[src/rtl/ifu_fetch_ctrl.sv]
// rtl/ifu_fetch_ctrl.sv - multicycle instruction fetch controller, one instruction in flight
module ifu_fetch_ctrl #(
  parameter int unsigned     XLEN     = 32,
  parameter logic [XLEN-1:0] RESET_PC = 32'h8000_0000
) (
  input  logic            clk,
  input  logic            rst,
  output logic            imem_req_valid,
  output logic [XLEN-1:0] imem_req_addr,
  input  logic            imem_req_ready,
  input  logic            imem_rsp_valid,
  input  logic [31:0]     imem_rsp_data,
  input  logic            imem_rsp_err,
  output logic            inst_valid,
  input  logic            inst_ready,
  output logic [31:0]     inst,
  output logic [XLEN-1:0] pc,
  output logic [XLEN-1:0] snpc,
  input  logic            dnpc_valid,
  input  logic [XLEN-1:0] dnpc,
  output logic            fetch_fault,
  output logic [1:0]      fault_cause,
  output logic [31:0]     fetch_count
);

  typedef enum logic [2:0] {
    ST_IDLE,
    ST_REQ,
    ST_WAIT,
    ST_OUT,
    ST_EXEC,
    ST_FAULT
  } state_t;

  localparam logic [1:0] CAUSE_BUS   = 2'b01;
  localparam logic [1:0] CAUSE_ALIGN = 2'b10;

  state_t          state, state_nxt;
  logic [XLEN-1:0] pc_nxt;
  logic [31:0]     inst_nxt;
  logic [1:0]      cause_nxt;
  logic [31:0]     count_nxt;

  always_ff @(posedge clk or posedge rst) begin
    if (rst) begin
      state       <= ST_IDLE;
      pc          <= RESET_PC;
      inst        <= '0;
      fault_cause <= 2'b00;
      fetch_count <= '0;
    end else begin
      state       <= state_nxt;
      pc          <= pc_nxt;
      inst        <= inst_nxt;
      fault_cause <= cause_nxt;
      fetch_count <= count_nxt;
    end
  end

  always_comb begin
    state_nxt = state;
    pc_nxt    = pc;
    inst_nxt  = inst;
    cause_nxt = fault_cause;
    count_nxt = fetch_count;
    case (state)
      ST_IDLE: state_nxt = ST_REQ;
      ST_REQ: begin
        if (imem_req_ready) state_nxt = ST_WAIT;
      end
      ST_WAIT: begin
        if (imem_rsp_valid) begin
          if (imem_rsp_err) begin
            state_nxt = ST_FAULT;
            cause_nxt = CAUSE_BUS;
          end else begin
            inst_nxt  = imem_rsp_data;
            state_nxt = ST_OUT;
          end
        end
      end
      ST_OUT: begin
        if (inst_ready) begin
          count_nxt = fetch_count + 32'd1;
          state_nxt = ST_EXEC;
          // Execute may resolve in the same cycle decode accepts; skip EXEC then.
          if (dnpc_valid) begin
            pc_nxt = dnpc;
            if (dnpc[1:0] == 2'b00) begin
              state_nxt = ST_REQ;
            end else begin
              state_nxt = ST_FAULT;
              cause_nxt = CAUSE_ALIGN;
            end
          end
        end
      end
      ST_EXEC: begin
        if (dnpc_valid) begin
          pc_nxt = dnpc;
          if (dnpc[1:0] == 2'b00) begin
            state_nxt = ST_REQ;
          end else begin
            state_nxt = ST_FAULT;
            cause_nxt = CAUSE_ALIGN;
          end
        end
      end
      ST_FAULT: state_nxt = ST_FAULT;
      default:  state_nxt = ST_IDLE;
    endcase
  end

  assign imem_req_valid = (state == ST_REQ);
  assign imem_req_addr  = pc;
  assign inst_valid     = (state == ST_OUT);
  assign fetch_fault    = (state == ST_FAULT);
  assign snpc           = pc + XLEN'(4);

endmodule

[config.mk]
export PLATFORM = sky130hd
export DESIGN_NAME = ifu_fetch_ctrl
export DESIGN_NICKNAME = d
export VERILOG_FILES = /design/src/rtl/ifu_fetch_ctrl.sv
export SDC_FILE = /design/constraint.sdc
export NUM_CORES = 1
export LEC_CHECK = 0
export BUFFER_PORTS_ARGS = -buffer_cell sky130_fd_sc_hd__buf_2
export CELL_PAD_IN_SITES_DETAIL_PLACEMENT = 2
export CELL_PAD_IN_SITES_GLOBAL_PLACEMENT = 2
export CORE_UTILIZATION = 25
export CTS_CLUSTER_SIZE = 12
export DETAILED_ROUTE_END_ITERATION = 8
export PLACE_DENSITY = 0.84
export SLEW_MARGIN = 40
export SYNTH_ARGS = -nofsm -noshare
export SYNTH_HDL_FRONTEND = slang
export SYNTH_SLANG_ARGS = --single-unit
[constraint.sdc]
create_clock -name clk -period 2.9 [get_ports clk]
set_clock_uncertainty 0.2 [all_clocks]
set_input_delay 0.29 -clock clk [delete_from_list [all_inputs] [get_ports clk]]
set_output_delay 0.29 -clock clk [all_outputs]
set_load 0.01 [all_outputs]
==> impl_metrics.env, run 1 <==
export IMPL_path_max_fanout=9
export IMPL_fillers=2142
export IMPL_timing_worst_setup_path_type="register to output pin"
export IMPL_cp_top_family="simple AND/OR/NAND/NOR gates"
export IMPL_hold_path_class="primary input to register"
export IMPL_portBuffers=235
export IMPL_setup_tns_ns=0
export IMPL_die_w_um=145
export IMPL_finalCritPeriodShare_pct=94.6
export IMPL_ys_seq_area_share_pct=49.7
export IMPL_start_util_pct=25.8
export IMPL_dpl_worst_slack_ns=0.335
export IMPL_slowest_stage="dfrtp_1"
export IMPL_ys_top_cells_by_area="dfrtp_1 49%, mux2_2 14%, xnor2_1 6.9%, buf_4 5.0%, xor2_1 3.3%"
export IMPL_syn_avg_cell_area_sq_um=11.7
export IMPL_nets=778
export IMPL_path_buf_inv=1
export IMPL_switchingPower_w=0.00267
export IMPL_hold_viol_final=0
export IMPL_cts_tree="yes"
export IMPL_synthCells=435
export IMPL_sw_frac_of_total_pct=40.3
export IMPL_yosysWarnings=0
export IMPL_io_pins=236
export IMPL_cp_end_kind="output pin"
export IMPL_drv_cap=0
export IMPL_synth_mux_area_share_pct=14.2
export IMPL_finalWorstSetupSlack_ns=0.157
export IMPL_grt_pass1_wl_um=27200
export IMPL_critPathMaxStageDelay_ns=0.50
export IMPL_grt_use_total_pct=17.4
export IMPL_reg2reg_slack_ns=0.61
export IMPL_p_clk_share_pct=18.1
export IMPL_cts_buffers=9
export IMPL_syn_cell_area_sq_mm=0.00508
export IMPL_antenna_found_initial=2
export IMPL_path_clk_slew_ns=0.08
export IMPL_final_core_util_pct=37.1
export IMPL_drtIter0Drc=102
export IMPL_power_w=0.00662
export IMPL_period_needed_ns=2.74
export IMPL_finalSetupViolations=0
export IMPL_irDropWorstVdd_uv=382
export IMPL_arrival_ns=2.25
export IMPL_synth_top_flop_cell="dfrtp_1"
export IMPL_leakagePower_nw=3.58
export IMPL_drc=0
export IMPL_path_cells="and4_1 > nand4_1 > or3_1 > xnor2_1 > buf_2"
export IMPL_overflow=0
export IMPL_netlist_area_leader_share_pct=49.2
export IMPL_die_y_um=145
export IMPL_grt_max_degree=43
export IMPL_root_buffer="clkbuf_16"
export IMPL_cp_required_ns=2.41
export IMPL_cts_max_level=3
export IMPL_synth_compound_area_share_pct=2.04
export IMPL_start_kind="register"
export IMPL_p_seq_share_pct=38.8
export IMPL_yosysTopAreaCell="dfrtp_1"
export IMPL_num_vias=4475
export IMPL_ant_nets=0
export IMPL_synth_edf_count=0
export IMPL_synth_simple_area_share_pct=16.3
export IMPL_core_area_sq_mm=0.0197
export IMPL_wl_um=17700
export IMPL_synthAdderAreaFrac_pct=0.492
export IMPL_drt_vias_per_instance=4.58
export IMPL_gp_congestion=0.742
export IMPL_synth_distinct_cells=42
export IMPL_max_freq_ghz=0.365
export IMPL_synth_top_family_by_area="simple AND/OR/NAND/NOR gates"
export IMPL_rows=51
export IMPL_tightest_slew_ns=0.645
export IMPL_dr_pass1_iters=6
export IMPL_power_density_mw_per_mm2=906
export IMPL_power_frac_comb_pct=43.1
export IMPL_post_dp_hpwl_um=12300
export IMPL_synthXorXnorAreaFrac_pct=10.2
export IMPL_die_area_sq_mm=0.0209
export IMPL_async_reset_ff_share_pct=100
export IMPL_p_int_w=0.00395
export IMPL_drv_slew=0
export IMPL_clock_latency_ns=0.35
export IMPL_grt_pass1_vias=4838
export IMPL_synth_seq_cells=101
export IMPL_clock_sinks=101
export IMPL_drive_above_1_share_pct=46.9
export IMPL_syn_num_nets=508
export IMPL_status="completed"
export IMPL_clk_path_buf_depth=2
export IMPL_wl_per_cell_um=18.1
export IMPL_maxSlewHeadroom_pct=56.6
export IMPL_rsz0062_at_grt="false"
export IMPL_area_delta_synth_final_pct=43.7
[placed cells by master (no fill, tap or decap), types with 3 or more instances in the layout]
master	count
xor2_1	19
buf_4	5
nor3_1	9
o21ai_0	6
nand2b_1	4
buf_2	235
mux2_2	63
dlygate4sd3_1	62
xnor2_1	40
and4_1	10
nor4_1	3
nor2_1	13
nand4_1	22
nand2_1	23
and3_1	9
dfrtp_1	100
nand3_1	23
clkbuf_16	9
inv_1	10
[Yosys cell counts, types with 2 or more instances]
library cell / n
clkbuf_1: 2
nor3_1: 9
dfrtp_1: 100
nor3_2: 3
and4_1: 10
a21oi_1: 2
nor2_1: 13
nand2_1: 23
o2bb2ai_1: 2
nor4_4: 2
nand3_1: 23
buf_2: 9
o21ai_0: 6
a31oi_1: 2
a22o_1: 2
and3_1: 9
xor2_1: 19
xnor2_1: 40
nand4_1: 22
nor3b_1: 2
or4_1: 3
inv_1: 11
nand2b_1: 4
nor4_1: 3
mux2_2: 63
buf_4: 34
ha_1: 2
[stage by stage]
step | cell area (sq um) | hold WS, ns | cells
finish | 7310 | 0.0311 | 977
global route | 7310 | 0.0290 | 977
CTS | 7260 | 0.0205 | 973
detailed placement | 6350 | 0.279 | 895
global placement | 6350 | 0.255 | 895
floorplan | 5090 | 0.225 | 435
[final cells by class]
| class | instances | area [sq um] | share of cell area (%) |
|---|---|---|---|
| clock buffers | 12 | 256 | 3.51 |
| repair buffers | 305 | 1900 | 26.0 |
| diodes | 2 | 5.00 | 0.0685 |
| multi-input cells | 277 | 2210 | 30.2 |
| clock inverters | 4 | 31.3 | 0.428 |
| inverters | 11 | 45.0 | 0.616 |
| well taps | 265 | 332 | 4.54 |
| flip-flops and latches | 101 | 2530 | 34.6 |
[repair_timing]
action	in CTS	in global routing
setup buffers	0	1
hold buffers	62	0
endpoints found under the hold margin	93	0
pin swaps	0	2
gates resized for setup	1	1
endpoints found under the setup margin	3	9
[flip-flops by register name, indices dropped and copies added (netlist names)]
register / cells
inst: 32
state: 3
fault_cause: 2
fetch_count: 32
imem_req_addr: 32
[metal layers]
layer  wire [um]  GRT usage [%]  up-vias
li1            -              -     2044
met1        6860           19.1     2247
met2        9530           32.2      159
met3         954           3.87       25
met4         380           6.87        0
met5           0              0        -
[cell families (layout without fill, tap and decap cells)]
group,count (synthesis),in the layout
AO/OA/AOI/OAI,16,16
XOR/XNOR,59,59
adder cells (fa/ha/maj),2,2
buffers and inverters,57,332
flip-flops,101,101
multiplexers,64,64
other,0,2
AND/OR/NAND/NOR,136,136
[power by group through the flow]
| stage | logic [W] | clock network, W | registers, W |
|---|---|---|---|
| detailed placement | 0.00278 | 0 | 0.00258 |
| global placement | 0.00272 | 0 | 0.00252 |
| floorplan | 0.00161 | 0 | 0.00264 |
| global route | 0.00312 | 0.00129 | 0.00267 |
| CTS | 0.00286 | 0.00126 | 0.00256 |
| finish | 0.00286 | 0.00120 | 0.00257 |
[path summary, 6_finish.rpt]
kind	endpoint	cells past startpoint	from
setup / recovery	snpc[21]	5	imem_req_addr[4]
hold / removal	imem_req_addr[12]	2	dnpc[12]
setup reg to reg	imem_req_addr[6]	5	state[2]
hold reg to reg	fetch_count[26]	1	fetch_count[26]
max in group asynchronous	imem_req_addr[31]	4	rst
min in group asynchronous	inst[30]	3	rst
Note: power is estimated with default switching activity, not from simulation.
==> run 2, diff against run 1 <==
--- a/config.mk
+++ b/config.mk
@@ -13,3 +13,3 @@
 export DETAILED_ROUTE_END_ITERATION = 8
-export PLACE_DENSITY = 0.84
+export PLACE_DENSITY_LB_ADDON = 0.12
 export SLEW_MARGIN = 40
==> constraint.sdc (replaced) <==
create_clock -name clk -period 2.35 [get_ports clk]
set_clock_uncertainty 0.2 [all_clocks]
set_input_delay 0.47 -clock clk [delete_from_list [all_inputs] [get_ports clk]]
set_output_delay 0.47 -clock clk [all_outputs]
set_load 0.01 [all_outputs]
==> impl_metrics.env, run 2 (synthesis gave the netlist of run 1 again) <==
export IMPL_post_dp_hpwl_um=12900
export IMPL_timing_worst_setup_path_type="register to output pin"
export IMPL_layout_common_cells="235 x buf_2, 97 x dfrtp_1, 63 x mux2_2"
export IMPL_crit_end="snpc[30]"
export IMPL_nets=760
export IMPL_die_y_um=145
export IMPL_cts_tree="yes"
export IMPL_arrival_ns=2.06
export IMPL_cp_end_kind="output pin"
export IMPL_finalSetupViolations=20
export IMPL_p_clk_share_pct=18.8
export IMPL_start_kind="register"
export IMPL_area_delta_synth_final_pct=39.8
export IMPL_reg2reg_slack_ns=0.24
export IMPL_power_w=0.00863
export IMPL_die_w_um=145
export IMPL_switchingPower_w=0.00323
export IMPL_overflow=0
export IMPL_rr_worst_depth=5
export IMPL_dp_cells=934
export IMPL_period_needed_ns=2.73
export IMPL_cts_buffers=9
export IMPL_path_clk_slew_ns=0.07
export IMPL_clock_sinks=101
export IMPL_drv_slew=0
export IMPL_wl_per_cell_um=17.0
export IMPL_cp_required_ns=1.68
export IMPL_status="complete, but fails checks"
export IMPL_power_density_mw_per_mm2=1210
export IMPL_clk_path_buf_depth=2
export IMPL_fillers=2163
export IMPL_rows=51
export IMPL_core_area_sq_mm=0.0197
export IMPL_timing_rr_start="state[1]"
export IMPL_finalCritPeriodShare_pct=116
export IMPL_power_frac_comb_pct=48.4
export IMPL_antenna_found_initial=1
export IMPL_cts_max_level=3
export IMPL_worst_r2r_endpoint="inst[10]"
export IMPL_drtIter0Drc=70
export IMPL_clock_latency_ns=0.35
export IMPL_path_max_fanout=9
export IMPL_layout_commonest_cell="buf_2"
export IMPL_stdcell_count=957
export IMPL_dr_pass1_iters=4
export IMPL_root_buffer="clkbuf_16"
export IMPL_drv_cap=0
export IMPL_leakagePower_nw=3.56
export IMPL_drt_vias_per_instance=4.48
export IMPL_num_vias=4290
export IMPL_wl_um=16300
export IMPL_die_area_sq_mm=0.0209
export IMPL_postCtsHoldBufs=0
export IMPL_hold_path_class="primary input to asynchronous set/reset pin"
export IMPL_gp_congestion=0.773
export IMPL_hold_viol_final=2
export IMPL_rsz0062_at_grt="true"
export IMPL_max_freq_ghz=0.366
export IMPL_drive_above_1_share_pct=55.9
export IMPL_whs_ns=-0.00297
export IMPL_grt_pass1_wl_um=25500
export IMPL_grt_use_total_pct=16.1
export IMPL_sw_frac_of_total_pct=37.5
export IMPL_critPathLaunch="imem_req_addr[4]"
export IMPL_portBuffers=235
export IMPL_maxSlewHeadroom_pct=57.4
export IMPL_ant_nets=0
export IMPL_finalWorstSetupSlack_ns=-0.383
export IMPL_p_seq_share_pct=32.8
export IMPL_tightest_slew_ns=0.638
export IMPL_io_pins=236
export IMPL_grt_pass1_vias=4778
export IMPL_grt_max_degree=35
export IMPL_violations="negative hold slack, negative setup slack"
export IMPL_start_util_pct=25.8
export IMPL_p_int_w=0.00540
export IMPL_drc=0
export IMPL_irDropWorstVdd_uv=350
[run 2: changes by cell type in the layout (fill, tap and decap cells not counted), moves of 2 or more]
| cell | previous run | this run |
|---|---|---|
| dfrtp_1 | 100 | 97 |
| bufinv_16 | 0 | 2 |
| buf_4 | 5 | 46 |
| dlygate4sd3_1 | 62 | 0 |
| nor3_1 | 9 | 7 |
| dfrtp_2 | 0 | 3 |
| nor3_2 | 2 | 4 |
| buf_12 | 2 | 4 |
[run 2: critical path: stages (launching register included)]
cell     delay [ns]
dfrtp_2        0.36
nand4_1        0.14
or4_4          0.55
buf_8          0.16
nor3_1         0.19
xnor2_1        0.16
buf_2          0.15
[run 2: cell type report]
cell class / instances / area [sq um] / area share [%]
flip-flops and latches: 101 / 2530 / 35.6
multi-input cells: 277 / 2240 / 31.6
repair buffers: 287 / 1630 / 22.9
well taps: 265 / 332 / 4.67
clock buffers: 10 / 239 / 3.36
clock inverters: 5 / 85.1 / 1.20
inverters: 11 / 45.0 / 0.634
diodes: 1 / 2.50 / 0.0352
[run 2: what timing repair did]
item	CTS	global route
setup endpoints to repair	20	22
setup buffers	7	0
resized for setup	12	0
pin swaps	6	1
[run 2: power groups by stage]
stage | combinational [W] | clock, W | sequential (W)
after detailed placement | 0.00415 | 0 | 0.00290
after global placement | 0.00407 | 0 | 0.00284
final | 0.00417 | 0.00162 | 0.00283
after CTS | 0.00427 | 0.00171 | 0.00285
after global routing | 0.00460 | 0.00176 | 0.00294
after floorplan | 0.00200 | 0 | 0.00326
[run 2: worst min-delay path by stage]
stage                    start              end  depth (start not counted)
2_1_floorplan  fetch_count[31]  fetch_count[31]                          1
3_3_place_gp           inst[8]          inst[8]                          1
3_5_place_dp   fetch_count[31]  fetch_count[31]                          1
4_1_cts                    rst   fetch_count[9]                          2
5_1_grt                    rst   fetch_count[9]                          2
6_report                   rst   fetch_count[9]                          2
[run 2: per-layer routing]
metal	wire, um	global-route usage, %	vias to the layer above
met5	0	0	-
met4	205	5.43	0
met3	944	3.11	12
met2	8410	29.1	144
met1	6740	18.8	2135
li1	-	-	1999
[run 2: through the flow]
stage	setup TNS [ns]	hold slack, ns	area (sq um)	util (%)	setup slack (ns)
2_1_floorplan	0	0.304	5090	-	0.0175
3_3_place_gp	-0.00845	0.267	6680	33.9	-0.00845
3_5_place_dp	-0.139	0.282	6680	33.9	-0.0723
4_1_cts	-5.11	0.0138	7100	36.0	-0.429
5_1_grt	-6.93	0.0303	7110	36.0	-0.496
6_report	-4.54	-0.00297	7110	36.0	-0.383
